`src/rtl/avl_frame_reader_pkg.sv`:
```
// -----------------------------------------------------------------------------
// avl_frame_reader_pkg
// Shared definitions for the Avalon frame reader: default bus widths and the
// controller state enumeration.
// -----------------------------------------------------------------------------
package avl_frame_reader_pkg;

  // Default Avalon word-address and data widths.
  localparam int unsigned AVL_ADDR_W_DEFAULT = 27;
  localparam int unsigned AVL_DATA_W_DEFAULT = 32;

  // Frame fetch controller states.
  typedef enum logic [1:0] {
    ST_IDLE  = 2'd0,  // waiting for a start request
    ST_ISSUE = 2'd1,  // issuing single-word read commands
    ST_DRAIN = 2'd2,  // all reads issued, waiting for data and FIFO to empty
    ST_DONE  = 2'd3   // one-cycle completion pulse
  } rd_state_e;

endpackage : avl_frame_reader_pkg

```
`src/rtl/avl_rd_fifo.sv`:
```
// -----------------------------------------------------------------------------
// avl_rd_fifo
// Show-ahead synchronous FIFO: data_o always presents the head word while
// empty_o is low. A push into a full FIFO is accepted only when a pop happens
// in the same cycle; a pop on an empty FIFO is ignored.
//
// Ports
//   clk_i    : clock, rising edge
//   rst_i    : synchronous active-high reset (clears pointers and count)
//   push_i   : write data_i into the tail
//   pop_i    : remove the head word
//   data_i   : write data
//   data_o   : head word (valid while empty_o is low)
//   full_o   : count == DEPTH
//   empty_o  : count == 0
//   count_o  : current occupancy, 0..DEPTH
// -----------------------------------------------------------------------------
module avl_rd_fifo #(
  parameter int unsigned DATA_W = 32,
  parameter int unsigned DEPTH  = 16   // power of two, >= 2
) (
  input  logic                     clk_i,
  input  logic                     rst_i,
  input  logic                     push_i,
  input  logic                     pop_i,
  input  logic [DATA_W-1:0]        data_i,
  output logic [DATA_W-1:0]        data_o,
  output logic                     full_o,
  output logic                     empty_o,
  output logic [$clog2(DEPTH):0]   count_o
);

  localparam int unsigned PTR_W = $clog2(DEPTH);
  localparam int unsigned CNT_W = PTR_W + 1;

  logic [DATA_W-1:0] mem_q [DEPTH];
  logic [PTR_W-1:0]  wr_ptr_q, rd_ptr_q;
  logic [CNT_W-1:0]  count_q;
  logic              do_push, do_pop;

  assign full_o  = (count_q == CNT_W'(DEPTH));
  assign empty_o = (count_q == '0);

  // A pop frees the head slot this cycle, so a push into a full FIFO can
  // still land when paired with a pop.
  assign do_pop  = pop_i & ~empty_o;
  assign do_push = push_i & (~full_o | do_pop);

  // NOTE: sequential state is updated with non-blocking assignments only so
  // every register samples the pre-edge values of its neighbours.
  always_ff @(posedge clk_i) begin
    if (rst_i) begin
      wr_ptr_q <= '0;
      rd_ptr_q <= '0;
      count_q  <= '0;
    end else begin
      // Pointers wrap naturally because DEPTH is a power of two.
      if (do_push) wr_ptr_q <= wr_ptr_q + PTR_W'(1);
      if (do_pop)  rd_ptr_q <= rd_ptr_q + PTR_W'(1);
      case ({do_push, do_pop})
        2'b10:   count_q <= count_q + CNT_W'(1);
        2'b01:   count_q <= count_q - CNT_W'(1);
        default: count_q <= count_q;
      endcase
    end
  end

  // NOTE: the storage array has no reset; stale contents are never visible
  // because data_o is only meaningful while the count is non-zero.
  always_ff @(posedge clk_i) begin
    if (do_push) mem_q[wr_ptr_q] <= data_i;
  end

  assign data_o  = mem_q[rd_ptr_q];
  assign count_o = count_q;

endmodule : avl_rd_fifo

```
`src/rtl/avl_frame_reader.sv`:
```
// -----------------------------------------------------------------------------
// avl_frame_reader
// Fetches one frame of FRAME_WORDS consecutive words starting at BASE_ADDR from
// an Avalon-MM memory controller using single-word read bursts, and streams the
// returned words out through a show-ahead FIFO with valid/ready handshaking.
// Reads are throttled so that outstanding reads plus buffered words never
// exceed FIFO_DEPTH, which keeps the FIFO from overflowing in normal use.
//
// Ports
//   iCLK, iRST          : clock and synchronous active-high reset
//   local_init_done     : controller calibration complete (gates iSTART)
//   iSTART              : single-cycle frame fetch request (IDLE only)
//   avl_waitrequest_n   : controller accepts the current command when high
//   avl_address         : word address of the read command
//   avl_read            : read command strobe
//   avl_burstbegin      : mirror of avl_read
//   avl_readdatavalid   : avl_readdata valid this cycle
//   avl_readdata        : returned read data
//   oPIX_DATA/oPIX_VALID: FIFO head word / FIFO non-empty
//   iPIX_READY          : consumer pops the head word when oPIX_VALID is high
//   oBUSY               : state is not IDLE
//   oFRAME_DONE         : one-cycle pulse when the frame has been delivered
//   oERROR              : sticky FIFO overflow flag
// -----------------------------------------------------------------------------
module avl_frame_reader
  import avl_frame_reader_pkg::*;
#(
  parameter int unsigned       ADDR_W      = AVL_ADDR_W_DEFAULT,
  parameter int unsigned       DATA_W      = AVL_DATA_W_DEFAULT,
  parameter logic [ADDR_W-1:0] BASE_ADDR   = '0,
  parameter longint unsigned   FRAME_WORDS = 64'd1 << ADDR_W,
  parameter int unsigned       FIFO_DEPTH  = 16
) (
  input  logic              iCLK,
  input  logic              iRST,
  input  logic              local_init_done,
  input  logic              iSTART,
  input  logic              avl_waitrequest_n,
  output logic [ADDR_W-1:0] avl_address,
  output logic              avl_read,
  output logic              avl_burstbegin,
  input  logic              avl_readdatavalid,
  input  logic [DATA_W-1:0] avl_readdata,
  output logic [DATA_W-1:0] oPIX_DATA,
  output logic              oPIX_VALID,
  input  logic              iPIX_READY,
  output logic              oBUSY,
  output logic              oFRAME_DONE,
  output logic              oERROR
);

  // Occupancy-sized counters hold 0..FIFO_DEPTH; the issued counter is one
  // bit wider than the address so it can reach 2**ADDR_W.
  localparam int unsigned     CNT_W    = $clog2(FIFO_DEPTH) + 1;
  localparam int unsigned     ISS_W    = ADDR_W + 1;
  localparam logic [ISS_W-1:0] LAST_IDX = ISS_W'(FRAME_WORDS - 1);

  rd_state_e         state_q, state_d;
  logic [ADDR_W-1:0] addr_q, addr_d;
  logic [ISS_W-1:0]  issued_q, issued_d;
  logic [CNT_W-1:0]  outst_q, outst_d;
  logic              err_q, err_d;

  logic [CNT_W-1:0]  fifo_count;
  logic              fifo_full, fifo_empty;
  logic [CNT_W:0]    inflight;
  logic              read_en, rd_accept, rd_return, pix_pop;

  // Reads in flight plus words already buffered must fit in the FIFO. This
  // sum never rises while a command is stalled (a return moves one unit from
  // outstanding to the FIFO), so avl_read stays stable under waitrequest.
  assign inflight  = {1'b0, outst_q} + {1'b0, fifo_count};
  assign read_en   = (state_q == ST_ISSUE) && (inflight < (CNT_W + 1)'(FIFO_DEPTH));
  assign rd_accept = read_en & avl_waitrequest_n;

  // Data with nothing outstanding is stray (e.g. late after a reset): drop it.
  assign rd_return = avl_readdatavalid & (outst_q != '0);
  assign pix_pop   = ~fifo_empty & iPIX_READY;

  // NOTE: every variable written here gets a default first so no path leaves
  // it unassigned, which would otherwise infer a latch.
  always_comb begin
    state_d  = state_q;
    addr_d   = addr_q;
    issued_d = issued_q;
    outst_d  = outst_q;
    err_d    = err_q;

    case (state_q)
      ST_IDLE: begin
        addr_d = BASE_ADDR;
        if (iSTART && local_init_done) begin
          state_d  = ST_ISSUE;
          issued_d = '0;
        end
      end
      ST_ISSUE: begin
        if (rd_accept) begin
          addr_d   = addr_q + ADDR_W'(1);
          issued_d = issued_q + ISS_W'(1);
          if (issued_q == LAST_IDX) state_d = ST_DRAIN;
        end
      end
      ST_DRAIN: begin
        if ((outst_q == '0) && fifo_empty) state_d = ST_DONE;
      end
      ST_DONE: begin
        addr_d  = BASE_ADDR;
        state_d = ST_IDLE;
      end
      default: state_d = ST_IDLE;
    endcase

    // Simultaneous accept and return cancel out.
    case ({rd_accept, rd_return})
      2'b10:   outst_d = outst_q + CNT_W'(1);
      2'b01:   outst_d = outst_q - CNT_W'(1);
      default: outst_d = outst_q;
    endcase

    // A return into a full FIFO with no pop is lost; remember it until reset.
    if (rd_return && fifo_full && !pix_pop) err_d = 1'b1;
  end

  always_ff @(posedge iCLK) begin
    if (iRST) begin
      state_q  <= ST_IDLE;
      addr_q   <= BASE_ADDR;
      issued_q <= '0;
      outst_q  <= '0;
      err_q    <= 1'b0;
    end else begin
      state_q  <= state_d;
      addr_q   <= addr_d;
      issued_q <= issued_d;
      outst_q  <= outst_d;
      err_q    <= err_d;
    end
  end

  avl_rd_fifo #(
    .DATA_W (DATA_W),
    .DEPTH  (FIFO_DEPTH)
  ) u_fifo (
    .clk_i   (iCLK),
    .rst_i   (iRST),
    .push_i  (rd_return),
    .pop_i   (iPIX_READY),
    .data_i  (avl_readdata),
    .data_o  (oPIX_DATA),
    .full_o  (fifo_full),
    .empty_o (fifo_empty),
    .count_o (fifo_count)
  );

  assign avl_address    = addr_q;
  assign avl_read       = read_en;
  assign avl_burstbegin = read_en;
  assign oPIX_VALID     = ~fifo_empty;
  assign oBUSY          = (state_q != ST_IDLE);
  assign oFRAME_DONE    = (state_q == ST_DONE);
  assign oERROR         = err_q;

endmodule : avl_frame_reader
```
`config.mk`:
```
export PLATFORM = sky130hd
export DESIGN_NAME = avl_frame_reader
export DESIGN_NICKNAME = d
export VERILOG_FILES = /design/src/rtl/avl_frame_reader_pkg.sv /design/src/rtl/avl_rd_fifo.sv /design/src/rtl/avl_frame_reader.sv
export SDC_FILE = /design/constraint.sdc
export NUM_CORES = 1
export LEC_CHECK = 0
export ABC_AREA = 1
export CORE_MARGIN = 2
export CORE_UTILIZATION = 50
export DETAILED_ROUTE_END_ITERATION = 6
export HOLD_SLACK_MARGIN = 0.05
export PLACE_DENSITY = 0.68
export RECOVER_POWER = 100
export SLEW_MARGIN = 0
export SYNTH_ARGS = -nofsm -noshare
export SYNTH_HDL_FRONTEND = slang
export SYNTH_SLANG_ARGS = --single-unit
```
`constraint.sdc`:
```
create_clock -name iCLK -period 8.2 [get_ports iCLK]
set_input_delay 0.82 -clock iCLK [delete_from_list [all_inputs] [get_ports iCLK]]
set_output_delay 0.82 -clock iCLK [all_outputs]
set_load 0.03 [all_outputs]
```
# Yosys cells after proc, flatten, opt, wreduce, memory -nomap -nowiden
# Memory sizes are Yosys's and may differ from the RTL's. A register that Yosys moved wholly into a read port is not among the register bits.
# Cells that the tools add are included.
# W data, S select, Z words.
totals:
  reg_bits: 76
  ramBits: 512
  input_bits: 39
  output_inout_bits: 65
  word_cells: 74
  memories: 1
classes:
  n_addsub: 9
  order_cmp: 1
  eq_ne: 13
  mux: 16
  n_bitwise: 7
  reduce_logical: 19
mem_list:
  columns: ["memory", "depth", "word_bits", "read_ports", "rd_clocked_by_memory_dff", "write_ports", "line", "rtl"]
  rows:
  - ["u_fifo.mem_q", 16, 32, 1, 1, 1, "avl_rd_fifo.sv:36", "logic [DATA_W-1:0] mem_q [DEPTH];"]
ops:
  columns: ["cell", "n"]
  rows:
  - ["$mux W28", 2]
  - ["$pmux W28 S2", 1]
  - ["$pmux W27 S2", 1]
  - ["$add A28 B1 Y28 const B", 1]
  - ["$eq A28 B27 Y1 const B", 1]
  - ["$add A27 B1 Y27 const B", 1]
  - ["$mux W27", 1]
  - ["$pmux W5 S2", 2]
  - ["$add A5 B1 Y5 const B", 2]
  - ["$logic_not A5 Y1", 2]
  - ["$reduce_bool A2 Y1", 5]
  - ["$sub A5 B1 Y5 const B", 2]
  - ["$add A4 B1 Y4 const B", 2]
  - ["$eq A2 B2 Y1 const B", 4]
  - ["$mux W2", 4]
  - ["$mux W4", 2]
  - ["$pmux W2 S4", 1]
  - ["$add A5 B5 Y6", 1]
  - ["$eq A2 B1 Y1 const B", 3]
  - ["$lt A6 B5 Y1 const B", 1]
  - ["$ne A2 B2 Y1 const B", 3]
  - ["$eq A5 B5 Y1 const B", 1]
  - ["$logic_and A1 B1 Y1", 5]
  - ["$reduce_bool A5 Y1", 1]
  - ["other kinds (11)", 16]

# Logic depth before layout (Yosys ltp)
depth:
  depth_word: 7
  depth_mapped: 19
  mapped_depth_nobuf: 19

# By module
# From an unflattened synthesis, not the netlist that was laid out.
hier_totals:
  cells_unflattened: 2479
  hier_area_um2: 26120.1
by_module_without_submodules:
  columns: ["mod", "instances", "cells_each", "area_per_inst_um2", "seq_area_each_um2"]
  rows:
  - ["avl_rd_fifo", 1, 1744, 21818.4, 15715.1]
  - ["avl_frame_reader", 1, 735, 4301.6, 1261.2]

# Least setup slack after synthesis
# Ideal clock, no wire load.
synth_path:
  path_kind: "input to register"
  start: "input avl_readdatavalid"
  end: "memory u_fifo.mem_q[11][0], enable pin"
  setup_time_ns: 0.421
  arrival_time_ns: 2.652
  t_required_ns: 7.779
  setup_slack_ns: 5.127
  cell_stages: 4
  n_path_buf: 0
  cell_sequence: "nand2_1 > nor2_2 > nand2_1 > nor2_1"
synth_via:
  elab_chain_cells: 4
synth_lines:
  columns: ["item", "line", "rtl"]
  rows:
  - ["start: declaration", "avl_frame_reader.sv:42", "input logic avl_readdatavalid,"]
  - ["$and A1 B1 Y1", "avl_frame_reader.sv:77", "assign rd_return = avl_readdatavalid & (outst_q != '0);"]
  - ["$and A1 B1 Y1", "avl_rd_fifo.sv:47", "assign do_push = push_i & (~full_o | do_pop);"]
  - ["$mux W1", "avl_rd_fifo.sv:71", "if (do_push) mem_q[wr_ptr_q] <= data_i;"]
  - ["$mux W1 (not written as such)", "avl_rd_fifo.sv:71", null]
  - ["end: declaration", "avl_rd_fifo.sv:36", null]
# No other way between the ends.

==> run metrics <==
status finished, violations left; failing checks max-capacitance violations, max-slew violations; CP Cell Sequence clkbuf_4, o21ai_0, o211ai_1, o211ai_1, nand2_1, dlygate4sd3_1; Seq pwr share 41.7%; WP data arrival approximately 5.5 ns; CP top delay family buffers and inverters; Power Density 299 nW/um^2; layout cell share with drive strength beyond 1 under 10%; area leader, netlist edfxtp_1; Setup crit start kind flip-flop; CP Depth 6; # rows 82; max-cap violations 21; Hold Path End oERROR; post-DR wirelength/cell between 15 and 20 um; Worst-Skew Late Latency 0.64 ns; Synth Warn # 0; CTS Buf Count between 50 and 60; Power Internal between 5 and 6 mW; core box area 50300 um^2; sw frac between 30% and 40%; most common cell after layout, fill and taps aside edfxtp_1; Critical R2R Launch outst_q[1]; Fillers 4102; fin crit share 77.3%; Root Driver clkbuf_16; Die ar. between 50000 and 60000 um^2; DR iter-0 viols ~1400; Max IR drop VDD ~0.00027 V; Max Freq around 0.16 GHz; Hold WC Path Type flip-flop to flip-flop; Yosys reg bits between 500 and 600; Sw Pwr between 2 and 3 mW; Hold-fix buffers, CTS 0; clk sinks just under 600; final setup violation count 0; H-Tree Depth 2; compound-gate portion of the synthesized area a little under an eighth; WS Path Type flip-flop to output port; Cell variety after synth 40; Post-Syn Area 25500 um^2; Resize count post-CTS 0; Primary FF master, synth edfxtp_1; Clk network pwr share about a third; drt drc 0; Initial Util about half; routed wire length around 60 mm; post-synthesis instance total ~2200; P_leak 9.89 nW; Final Net Count around 2300; Die Span X around 230 um; initial antenna violation count 7; Hold Violations, Final 0; final worst setup slack around 1.9 ns; setup repair bufs after CTS 0; post-synthesis async set-or-reset flop share 0%; pre-CTS setup slack 3.96 ns; via-per-instance ratio around 5.6; fin. max-slew vios 818; Setup Skew roughly 0.017 ns; flop2flop setup slack approximately 3.4 ns; EDFF count, synth around 510; Setup TNS 0 ns; commonest cells after routing, fill and taps aside edfxtp_1 (512), nand2_1 (304), inv_1 (214), a21oi_1 (191), o21ai_0 (176); # IOs 104; CTS tree done; CP peak stage delay between 1.5 and 2 ns; min-delay src oERROR; XOR/XNOR share of the synthesized area 0.825%; All-Layer GR Usage between 20% and 30%; vias in the first global route ~16000; post-route ant nets 0; critical path's slowest cell clkbuf_4; Post-Synth Adder-Cell Area around 1.3%; Critical path buffers and inverters 2; CP Capture Type output port; first-pass GRT wire length around 90 mm; main combinational cell family by area after synthesis compound AO/OA/AOI/OAI gates; post-synthesis mux area share under 10%; Port Buffer Count between 100 and 150; gr ovfl total 0; syn_nets 2251; post-DP HPWL roughly 32 mm; CP Max Fanout approximately 210; die height 230 um; Max Root-Sink Buffers 3; dominant cells by area after synthesis edfxtp_1 (60%), dfxtp_1 (6.3%), mux2i_1 (5.0%); largest net degree at the start of global routing between 200 and 250; sequential share of the synthesized area approximately two thirds; via count around 17000; hold depth 2; worst slew pin tran 2.89 ns; router iterations before antenna repair 6; unrepaired setup endpoints after global routing no; Comb pwr share between 20 and 30%; RR Endpoint u_fifo.mem_q[12][6]; slew margin rel. -93.0%; CTS clock-pin slew for the worst setup and hold paths ~0.060 ns; clock period minus worst slack around 6.3 ns; post-synthesis average cell area 11.6 um^2; Simple-Gate Fraction of Synth Area about a tenth; Reg2Reg Depth 9; most frequent CP cell o211ai_1; Yosys top cell area share 60.4%; P&R area growth vs syn 13.6%; Req. time, crit path around 7.4 ns; Final GP Congestion between 0.9 and 1
flip-flops by register name (all words and copies together) (netlist names), named ones only:
name / flops
u_fifo.count_o: 5
u_fifo.rd_ptr_q: 4
state_q: 2
avl_address: 27
oERROR: 1
u_fifo.mem_q: 512
outst_q: 5
issued_q: 28
u_fifo.wr_ptr_q: 4
metal layers:
layer,track usage (%),up-vias,share of wire [%]
li1,-,7915,-
met1,29.6,8138,43
met2,38.0,528,48
met3,3.77,131,6.2
met4,7.46,2,2.8
met5,0,-,0.022
worst max path at each step:
stage                                      to  slack, ns
after floorplan           u_fifo.mem_q[11][0]       5.13
after global placement           oPIX_DATA[9]       4.02
after detailed placement         oPIX_DATA[9]       3.96
after CTS                        oPIX_DATA[9]       3.26
after global routing            oPIX_DATA[25]       1.56
final                           oPIX_DATA[25]       1.87
stage by stage:
| stage | cell area [um^2] | hold WS, ns | util [%] | power (mW) | std cells |
|---|---|---|---|---|---|
| final | 28900 | 0.483 | 57.6 | 8.64 | 2985 |
| after global routing | 28900 | 0.523 | 57.6 | 9.04 | 2984 |
| after CTS | 29100 | 0.489 | 57.9 | 8.75 | 2983 |
| after detailed placement | 27100 | 0.467 | 54.0 | 6.03 | 2874 |
| after global placement | 27100 | 0.454 | 54.0 | 5.98 | 2874 |
| after floorplan | 25500 | 0.435 | - | 5.30 | 2187 |
cell type report:
cell class | count | area [um^2] | share of cell area, %
timing repair buffer | 128 | 1150 | 3.96
inverter | 219 | 825 | 2.85
antenna | 2 | 5.00 | 0.0173
clock buffer | 75 | 1580 | 5.45
sequential | 592 | 17000 | 58.7
tap | 672 | 841 | 2.91
clock inverter | 34 | 405 | 1.40
multi-input combinational | 1263 | 7150 | 24.7
synthesized netlist by cell type, types with 10 or more instances:
cell type	instances
inv_1	215
xnor2_1	11
nor2_1	155
nand2_1	300
a21oi_1	191
o21ai_0	175
edfxtp_1	512
o211ai_1	128
clkbuf_1	65
xor2_1	13
ha_1	23
mux2i_1	128
nand3_1	93
buf_4	21
nand4_1	10
dfxtp_1	80
buf_2	18
power groups by stage:
stage,Clock [mW],Sequential [mW],Combinational [mW]
finish,2.72,3.60,2.32
global route,2.88,3.62,2.54
CTS,2.77,3.59,2.39
detailed placement,0,3.65,2.38
global placement,0,3.65,2.34
floorplan,0,3.56,1.74
tightest hold or removal path, stage by stage, from the launching register on:
cell,delay (ns)
dfxtp_1,0.34
a21oi_1,0.04
nor2_1,0.07
cell families (layout without fill, tap and decap cells):
family / after synthesis / count (layout)
muxes: 128 / 128
xor gates and xnor gates: 24 / 24
buffers and inverters: 332 / 456
and+or+nand+nor: 583 / 583
AOI/OAI and AO/OA: 503 / 503
adders and majority gates: 25 / 25
DFF: 592 / 592
other: 0 / 2
Power figures use the tool's default switching activity.
